--- config.mk ---
export PLATFORM = sky130hd
export DESIGN_NAME = vga_timing_gen
export DESIGN_NICKNAME = d
export VERILOG_FILES = /design/src/rtl/vga_timing_gen.sv
export SDC_FILE = /design/constraint.sdc
export NUM_CORES = 1
export LEC_CHECK = 0
export ABC_CLOCK_PERIOD_IN_PS = 5800
export CAP_MARGIN = 15
export CORE_UTILIZATION = 56
export DETAILED_ROUTE_END_ITERATION = 10
export GPL_TIMING_DRIVEN = 0
export PLACE_DENSITY_LB_ADDON = 0.25
export SLEW_MARGIN = 5
export SYNTH_ARGS = -nofsm -noshare
export SYNTH_HDL_FRONTEND = slang
export SYNTH_SLANG_ARGS = --single-unit
export TNS_END_PERCENT = 20
--- constraint.sdc ---
create_clock -name clk -period 5.8 [get_ports clk]
set_input_delay 0.87 -clock clk [delete_from_list [all_inputs] [get_ports clk]]
set_output_delay 0.87 -clock clk [all_outputs]
set_load 0.03 [all_outputs]
--- src/rtl/vga_timing_gen.sv ---
// ---------------------------------------------------------------------------
// vga_timing_gen
//
// Purpose
//    Raster timing generator for a VGA-style display. Two free-running
//    counters (h_cnt for the pixel within a line, v_cnt for the line within
//    a frame) walk the full raster including porches and sync. Every output
//    is a registered decode of the counter state, so all outputs carry the
//    same one-pixel latency and stay mutually aligned.
//
// Parameters
//    H_ACTIVE, H_FP, H_SYNC, H_BP : visible pixels, front porch, sync width,
//                                   back porch (pixels)
//    V_ACTIVE, V_FP, V_SYNC, V_BP : visible lines, front porch, sync width,
//                                   back porch (lines)
//    The totals H_TOTAL and V_TOTAL must each fit in 10 bits.
//
// Ports
//    clk          in   system clock
//    rst_n        in   synchronous active-low reset
//    pix_ce       in   pixel clock enable (tie high when clk is the pixel clock)
//    hsync        out  horizontal sync, active-low
//    vsync        out  vertical sync, active-low
//    display_on   out  high inside the visible area
//    screen_hpos  out  current column (10 bits)
//    screen_vpos  out  current line (10 bits)
//    line_start   out  one-pixel pulse at column 0 of every line
//    frame_start  out  one-pixel pulse at column 0 of line 0
//    frame_count  out  frames completed since reset (8 bits)
//
// Build option
//    VGA_FRAME_COUNT_EN : when defined, frame_count is a live modulo-256
//                         frame counter; when undefined it is tied to 0
//                         and no counter logic exists.
// ---------------------------------------------------------------------------
module vga_timing_gen #(
   parameter int H_ACTIVE = 640,
   parameter int H_FP     = 16,
   parameter int H_SYNC   = 96,
   parameter int H_BP     = 48,
   parameter int V_ACTIVE = 480,
   parameter int V_FP     = 10,
   parameter int V_SYNC   = 2,
   parameter int V_BP     = 33
) (
   input  logic       clk,
   input  logic       rst_n,
   input  logic       pix_ce,
   output logic       hsync,
   output logic       vsync,
   output logic       display_on,
   output logic [9:0] screen_hpos,
   output logic [9:0] screen_vpos,
   output logic       line_start,
   output logic       frame_start,
   output logic [7:0] frame_count
);

   // Raster geometry, pre-cast to the counter width so every compare below
   // is a plain 10-bit compare.
   localparam int H_TOTAL = H_ACTIVE + H_FP + H_SYNC + H_BP;
   localparam int V_TOTAL = V_ACTIVE + V_FP + V_SYNC + V_BP;

   localparam logic [9:0] H_LAST     = 10'(H_TOTAL - 1);
   localparam logic [9:0] V_LAST     = 10'(V_TOTAL - 1);
   localparam logic [9:0] H_VIS      = 10'(H_ACTIVE);
   localparam logic [9:0] V_VIS      = 10'(V_ACTIVE);
   localparam logic [9:0] HS_FIRST   = 10'(H_ACTIVE + H_FP);
   localparam logic [9:0] HS_LAST    = 10'(H_ACTIVE + H_FP + H_SYNC - 1);
   localparam logic [9:0] VS_FIRST   = 10'(V_ACTIVE + V_FP);
   localparam logic [9:0] VS_LAST    = 10'(V_ACTIVE + V_FP + V_SYNC - 1);

   // ------------------------------------------------------------------
   // Raster counters
   // ------------------------------------------------------------------
   logic [9:0] h_cnt;
   logic [9:0] v_cnt;
   logic       h_last;
   logic       v_last;

   assign h_last = (h_cnt == H_LAST);
   assign v_last = (v_cnt == V_LAST);

   // Reset wins over pix_ce so a reset pulse always abandons the current
   // frame, even when it lands on a cycle with no pixel enable.
   always_ff @(posedge clk) begin
      if (!rst_n) begin
         h_cnt <= '0;
         v_cnt <= '0;
      end else if (pix_ce) begin
         if (h_last) begin
            h_cnt <= '0;
            if (v_last) begin
               v_cnt <= '0;
            end else begin
               v_cnt <= v_cnt + 10'd1;
            end
         end else begin
            h_cnt <= h_cnt + 10'd1;
         end
      end
   end

   // ------------------------------------------------------------------
   // Decode of the current counter state. These become the outputs on the
   // next pix_ce edge, which gives the fixed one-pixel output latency.
   // ------------------------------------------------------------------
   logic hsync_next;
   logic vsync_next;
   logic display_on_next;
   logic line_start_next;
   logic frame_start_next;

   always_comb begin
      hsync_next       = 1'b1;
      vsync_next       = 1'b1;
      display_on_next  = 1'b0;
      line_start_next  = 1'b0;
      frame_start_next = 1'b0;

      if ((h_cnt >= HS_FIRST) && (h_cnt <= HS_LAST)) begin
         hsync_next = 1'b0;
      end
      if ((v_cnt >= VS_FIRST) && (v_cnt <= VS_LAST)) begin
         vsync_next = 1'b0;
      end
      display_on_next  = (h_cnt < H_VIS) && (v_cnt < V_VIS);
      line_start_next  = (h_cnt == 10'd0);
      frame_start_next = (h_cnt == 10'd0) && (v_cnt == 10'd0);
   end

   // ------------------------------------------------------------------
   // Output registers. They only load on pix_ce edges, so a pulse seen on
   // the outputs persists across any pix_ce=0 cycles that follow it.
   // ------------------------------------------------------------------
   always_ff @(posedge clk) begin
      if (!rst_n) begin
         hsync       <= 1'b1;
         vsync       <= 1'b1;
         display_on  <= 1'b0;
         screen_hpos <= '0;
         screen_vpos <= '0;
         line_start  <= 1'b0;
         frame_start <= 1'b0;
      end else if (pix_ce) begin
         hsync       <= hsync_next;
         vsync       <= vsync_next;
         display_on  <= display_on_next;
         screen_hpos <= h_cnt;
         screen_vpos <= v_cnt;
         line_start  <= line_start_next;
         frame_start <= frame_start_next;
      end
   end

   // ------------------------------------------------------------------
   // Frame counter
   // ------------------------------------------------------------------
`ifdef VGA_FRAME_COUNT_EN
   // frame_cnt counts completed frames at the counter level; it steps on
   // the same edge that wraps the raster back to (0,0). Its value is then
   // pushed through the output register together with the (0,0) decode, so
   // frame_count changes on exactly the output cycle where frame_start is
   // high.
   logic [7:0] frame_cnt;

   always_ff @(posedge clk) begin
      if (!rst_n) begin
         frame_cnt <= '0;
      end else if (pix_ce && h_last && v_last) begin
         frame_cnt <= frame_cnt + 8'd1;
      end
   end

   always_ff @(posedge clk) begin
      if (!rst_n) begin
         frame_count <= '0;
      end else if (pix_ce) begin
         frame_count <= frame_cnt;
      end
   end
`else
   assign frame_count = 8'd0;
`endif

endmodule

==> results of run 1 <==
## sequential cells by signal, summed over array words and instances (netlist names)
| name | flops |
|---|---|
| frame_start | 1 |
| screen_hpos | 10 |
| screen_vpos | 10 |
| vsync | 1 |
| h_cnt | 10 |
| display_on | 1 |
| hsync | 1 |
| v_cnt | 10 |
| line_start | 1 |
## cell type report
class	instances	area, um2
Buffer	24	159
Clock buffer	5	68.8
Clock inverter	3	17.5
Fill cell	314	1110
Inverter	9	33.8
Multi-Input combinational cell	163	1090
Sequential cell	45	901
Tap cell	48	60.1
Timing Repair Buffer	25	250
## how the worst max path moves through the flow
| stage | startpoint | to | slack, ns | cells after the start |
|---|---|---|---|---|
| 2_1_floorplan | pix_ce | v_cnt[9] | 3.53 | 5 |
| 3_3_place_gp | pix_ce | v_cnt[9] | 3.44 | 5 |
| 3_5_place_dp | pix_ce | v_cnt[3] | 3.42 | 6 |
| 4_1_cts | screen_hpos[0] | screen_hpos[0] | 3.58 | 1 |
| 5_1_grt | screen_vpos[1] | screen_vpos[1] | 3.55 | 1 |
| 6_report | screen_vpos[1] | screen_vpos[1] | 3.58 | 1 |
## synthesized netlist by cell type (5+ instances only)
| master | n |
|---|---|
| and2_1 | 5 |
| buf_4 | 10 |
| clkbuf_1 | 8 |
| dfxtp_1 | 45 |
| ha_1 | 5 |
| inv_1 | 9 |
| mux2i_1 | 23 |
| nand2_1 | 9 |
| nand3_1 | 11 |
| nand4_1 | 8 |
| nor2_1 | 11 |
| nor2b_1 | 21 |
| nor3_1 | 7 |
| nor4_1 | 5 |
| o21ai_0 | 8 |
| xnor2_1 | 8 |
## cell families after synthesis
group           count (synthesis)  share of synthesized area [%]
simple gates                   96                           25.6
flops                          45                           41.7
buf+inv                        33                           8.93
mux                            23                           10.7
compound gates                 21                           5.91
xor+xnor                       10                           4.06
fa+ha+maj                       5                           2.90
other cells                     1                          0.174
## routing by layer
layer | vias to the layer above | wire, um
met4 | 0 | 100
met3 | 12 | 228
met1 | 793 | 2110
met2 | 44 | 2090
met5 | - | 0
li1 | 860 | -
## metrics by stage
stage | instances | hold WS [ns] | utilization (%) | total power [uW] | setup WS (ns)
global placement | 314 | 0.465 | 67.6 | 369 | 3.44
CTS | 322 | 0.482 | 70.0 | 557 | 3.58
finish | 322 | 0.475 | 70.0 | 554 | 3.58
detailed placement | 314 | 0.468 | 67.6 | 370 | 3.42
global route | 322 | 0.493 | 70.0 | 576 | 3.55
floorplan | 241 | 0.492 | - | 359 | 3.53
## power breakdown
group,switching [uW],internal [uW]
clock,109,83.2
sequential,2.44,312
combinational,28.1,20.0
## layout by cell type, fill, tap and decap left out, types with 4 or more instances in the layout
cell,Yosys,layout
conb_1,1,8
mux2i_1,23,23
inv_1,9,9
nand2b_1,4,4
and2_1,5,5
o21ai_0,8,8
clkbuf_1,8,8
clkbuf_8,0,5
clkdlybuf4s50_1,0,25
nand2_1,9,9
nor3_1,7,7
nand3_1,11,11
ha_1,5,5
nor2_1,11,11
xnor2_1,8,8
buf_6,4,4
dfxtp_1,45,45
nor2b_1,21,21
nor4_1,5,5
buf_4,10,10
nand4_1,8,8
a21oi_1,4,4
==> out/results.tsv, run 1 <==
metric	value	unit
status	completed	
die width	64.1	um
max incr delay on CP	0.69	ns
IO Port Bufs	25	
GP Congestion	0.838	
met3 usage	5.00	%
Synth Instances	234	
top cells by area, synth	dfxtp_1, mux2i_1, nor2b_1	
cell breakdown of the critical path	clkdlybuf4s50_1	
Finished Cell Area	0.00258	mm2
DR vias/cell	5.31	
routed len/inst	14.1	um
f_max	0.450	GHz
initial antenna violation count	0	
Post-Route Skew	0.00400	ns
largest net degree at the start of global routing	15	
TNS Setup	0	ns
crit start category	flop	
Tmin final	2.22	ns
Reg-to-Reg End	v_cnt[3]	
Worst-Margin Slew	0.716	ns
P per Cell Area	215	mW/mm2
met1 usage	32.1	%
CTS Buffer Depth	2	
starting density of the core	58.5	%
Final period util	38.3	%
Max FO, Critical Path	2	
H-tree depth	2	
fin. max-slew vios	0	
max-cap violation count	0	
# hold bufs at CTS	0	
Buf/Inv on CP	1	
hpwl dp	3120	um
post-CTS setup repair buffer count	0	
R2R Path Start	h_cnt[5]	
Remaining DRCs	0	
RSZ-0062 raised after global routing	false	
CP Capture Type	output pin	
IR drop worst, VDD	0.000171	V
CTS buffer count	5	
vias in the first global route	1540	
first-pass GRT wire length	7510	um
clock-pin slew of the registers on the worst-case setup and hold paths	0.08	ns
min-delay worst type	reg2reg	
Gates resized, CTS repair	0	
diodes inserted	0	
YS warnings	0	
remaining antenna violation count	0	
top_reg_cell synth	dfxtp_1	
Hold Startpoint	display_on	
r2r worst-path depth	6	
met2 Usage GRT	37.0	%
Unique masters post-synth	41	
total gr overflow	0	
reg-to-reg setup timing slack	3.68	ns
IO Pins	36	
DR vias	1709	
core area	0.00369	mm2
row count	22	
die height	64.1	um
Post-DP Area	0.00249	mm2
DRT iter0 DRCs	134	
crit path DAT	1.35	ns
Area growth syn-to-layout	19.6	%
Clock Sinks	45	
sink of the worst hold path	display_on	
Worst Hold Depth	2	
Final Hold Fails	0	
clk_lat worst skew	0.31	ns
TritonRoute pass-1 iters	4	
syn avg cell area	9.22	um2
die area	0.00411	mm2
Seq/Total Area, Yosys	41.7	%
Slew headroom	52.3	%
EDFF count, synth	0	
post-synth top area share	41.7	%
All-Layer GR Usage	24.3	%
FF+latch count, synth	45	
CTS tree	yes	
share of synthesized registers carrying an async set or reset	0	%
required time of the worst setup path	4.93	ns
total wire length	4530	um
Clock Root Buffer	clkbuf_8	
Top Usage Layer GRT	met2	
CP max stage cell	clkdlybuf4s50_1	
Largest delay share family, worst path	buffers and inverters	
Crit Path Class	reg2out	
leakage	0.000965	uW
Yosys top cell by area	dfxtp_1	
layout cell share with drive strength beyond 1	9.85	%
Syn Std Cell Area	0.00216	mm2
nets	281	
final setup vio count	0	
Note: power is estimated with default switching activity, not from simulation.
==> inputs of run 2 (changes only) <==
--- a/config.mk
+++ b/config.mk
@@ -5,9 +5,9 @@
 export SDC_FILE = /design/constraint.sdc
 export NUM_CORES = 1
 export LEC_CHECK = 0
-export ABC_CLOCK_PERIOD_IN_PS = 5800
+export ABC_CLOCK_PERIOD_IN_PS = 2000
 export CAP_MARGIN = 15
-export CORE_UTILIZATION = 56
+export CORE_UTILIZATION = 47
 export DETAILED_ROUTE_END_ITERATION = 10
 export GPL_TIMING_DRIVEN = 0
 export PLACE_DENSITY_LB_ADDON = 0.25
==> constraint.sdc (replaced) <==
create_clock -name clk -period 2 [get_ports clk]
set_input_delay 0.3 -clock clk [delete_from_list [all_inputs] [get_ports clk]]
set_output_delay 0.3 -clock clk [all_outputs]
set_load 0.03 [all_outputs]
==> run 2 against run 1 <==
  * Cell area increased by 1.8%
  * Non-clock buffer count increased by 1
  * Worst setup slack got worse by 3.6 ns
  * Worst hold slack got worse by 0.16 ns
  * Global-route usage decreased by 5.6 points
  * Total power increased to 3.0 times the previous value
  * Critical path depth increased by 5
  * Wire length decreased by 5.8%
  * Utilization decreased by 10 points
  * Largest cell class unchanged
==> out/results.tsv, run 2 (synthesis gave the netlist of run 1 again) <==
metric	value	unit	change
status	completed		unchanged
stages on the worst setup path	6		was 1
IO Pins	36		unchanged
Reg-to-Reg End	v_cnt[4]		was v_cnt[3]
total gr overflow	0		unchanged
Area growth syn-to-layout	21.8	%	was 19.6%
Hold WS	0.317	ns	was 0.475 ns
cell breakdown of the critical path	buf_6, or3_4, or4_4, buf_6, or3_1, a21oi_2		was clkdlybuf4s50_1
Tmin final	2.00	ns	
clk_lat worst skew	0.29	ns	was 0.31 ns
Logic pwr share	8.4	%	was 8.7%
min-delay worst type	in2reg		was reg2reg
die height	69.8	um	was 64.1 um
Buf/Inv on CP	2		was 1
RSZ-0062 raised after global routing	true		was false
first-pass GRT wire length	7130	um	was 7510 um
Fillers	391		was 314
diodes inserted	0		unchanged
R2R Path Start	h_cnt[5]		unchanged
register area	903	um2	was 901 um2
die area	0.00487	mm2	was 0.00411 mm2
Final period util	100	%	
DR vias	1655		was 1709
sink of the worst hold path	v_cnt[6]		was display_on
DRT iter0 DRCs	82		was 134
DR vias/cell	5.06		was 5.31
Clock Sinks	45		unchanged
routed len/inst	13.1	um	was 14.1 um
GP Congestion	0.778		was 0.838
largest net degree at the start of global routing	14		was 15
fin. max-slew vios	0		unchanged
max-cap violation count	0		unchanged
die width	69.8	um	was 64.1 um
All-Layer GR Usage	18.7	%	was 24.3%
most frequent CP cell	buf_6		
max incr delay on CP	0.52	ns	was 0.69 ns
Slew headroom	53.7	%	was 52.3%
final setup vio count	0		unchanged
starting density of the core	49.2	%	was 58.5%
Clock Root Buffer	clkbuf_8		unchanged
crit path DAT	2.23	ns	was 1.35 ns
switching share of power	23.0	%	was 25.1%
Sw Pwr	381	uW	was 139 uW
r2r worst-path depth	6		unchanged
Worst Hold Depth	3		was 2
initial antenna violation count	0		unchanged
IO Port Bufs	25		unchanged
Largest delay share family, worst path	simple AND/OR/NAND/NOR gates		was buffers and inverters
vias in the first global route	1503		was 1540
CTS Buffer Depth	2		unchanged
nets	282		was 281
Worst-Margin Slew	0.694	ns	was 0.716 ns
cell-internal power	1280	uW	was 415 uW
CP Capture Type	flop		was output pin
most common cell after layout, fill and taps aside	dfxtp_1		unchanged
remaining antenna violation count	0		unchanged
layout cell share with drive strength beyond 1	12.4	%	was 9.85%
Crit Path Class	reg2reg		was reg2out
hpwl dp	3050	um	was 3120 um
Clk network pwr share	36.5	%	was 34.6%
core area	0.00438	mm2	was 0.00369 mm2
row count	24		was 22
CTS tree	yes		unchanged
crit start category	flop		unchanged
P per Cell Area	630	mW/mm2	was 215 mW/mm2
IR drop worst, VDD	0.000371	V	was 0.000171 V
Remaining DRCs	0		unchanged
most frequent cells in the layout	dfxtp_1, clkdlybuf4s50_1, mux2i_1, nor2b_1		unchanged
TritonRoute pass-1 iters	4		unchanged
Hold Startpoint	rst_n		was display_on
total wire length	4270	um	was 4530 um
CP max stage cell	or4_4		was clkdlybuf4s50_1
Max FO, Critical Path	10		was 2
required time of the worst setup path	2.23	ns	was 4.93 ns
Post-Route Skew	0.00325	ns	was 0.00400 ns
H-tree depth	2		unchanged
clock-pin slew of the registers on the worst-case setup and hold paths	0.08	ns	about the same
Multi-input gate area	0.00111	mm2	was 0.00109 mm2
Reg power frac	55.1	%	was 56.7%
leakage	0.000980	uW	was 0.000965 uW
Final Hold Fails	0		unchanged
reg-to-reg setup timing slack	0.0004	ns	was 3.68 ns
TNS Setup	0	ns	unchanged
f_max	0.500	GHz	
CTS buffer count	5		unchanged
-- run 2: cell count changes in the layout (fill, tap and decap cells not counted), sizes merged --
cell and change:
clkbuf +2, buf +1, clkinv -1, clkinvlp -1
-- run 2: worst max-delay path by stage --
stage | slack (ns) | start | endpoint
after detailed placement | -0.04 | h_cnt[7] | v_cnt[9]
after global placement | -0.05 | h_cnt[7] | v_cnt[9]
final | 0.0004 | h_cnt[5] | v_cnt[4]
after CTS | -0.02 | h_cnt[5] | v_cnt[9]
after floorplan | 0.03 | h_cnt[5] | v_cnt[9]
after global routing | -0.05 | h_cnt[5] | v_cnt[4]
-- run 2: cell type report --
type                            count  area share [%]
Timing Repair Buffer               26            9.80
Tap cell                           52            2.48
Inverter                            9            1.29
Clock buffer                        7            3.66
Sequential cell                    45            34.4
Clock inverter                      1           0.190
Buffer                             24            6.04
Multi-Input combinational cell    163            42.2
-- run 2: through the flow --
stage	setup WS [ns]	instances	utilization, %	power (uW)	cell area [um2]
final	0.000450	327	60.0	1660	2630
after global routing	-0.0489	327	60.0	1720	2630
after CTS	-0.0184	327	59.6	1680	2610
after detailed placement	-0.0443	318	57.0	1070	2500
after global placement	-0.0465	318	57.0	1070	2500
after floorplan	0.0290	241	-	1040	2180
-- run 2: worst min-delay path, cell delays in order --
cell and delay, ns:
buf_4 0.15, o21ai_0 0.07, nor3_1 0.04
-- run 2: routing by layer --
layer	routed length [um]	GRT usage, %	up-vias
li1	-	-	863
met1	2160	25.6	750
met5	0	0	-
met2	1870	28.5	37
met4	69	7.33	0
met3	173	4.36	5
-- run 2: what timing repair did --
| item | CTS | global route |
|---|---|---|
| setup buffers | 1 | 0 |
| pin swaps | 4 | 2 |
| resized for setup | 3 | 3 |
| endpoints found under the setup margin | 3 | 6 |
| hold buffers | 0 | 0 |
| hold endpoints to repair | 0 | 0 |
-- run 2: power by group through the flow --
stage	registers (uW)	logic [uW]	clock network, uW
after floorplan	947	95.3	0
after global placement	934	138	0
after detailed placement	934	139	0
after CTS	913	140	628
after global routing	914	150	661
final	912	140	605
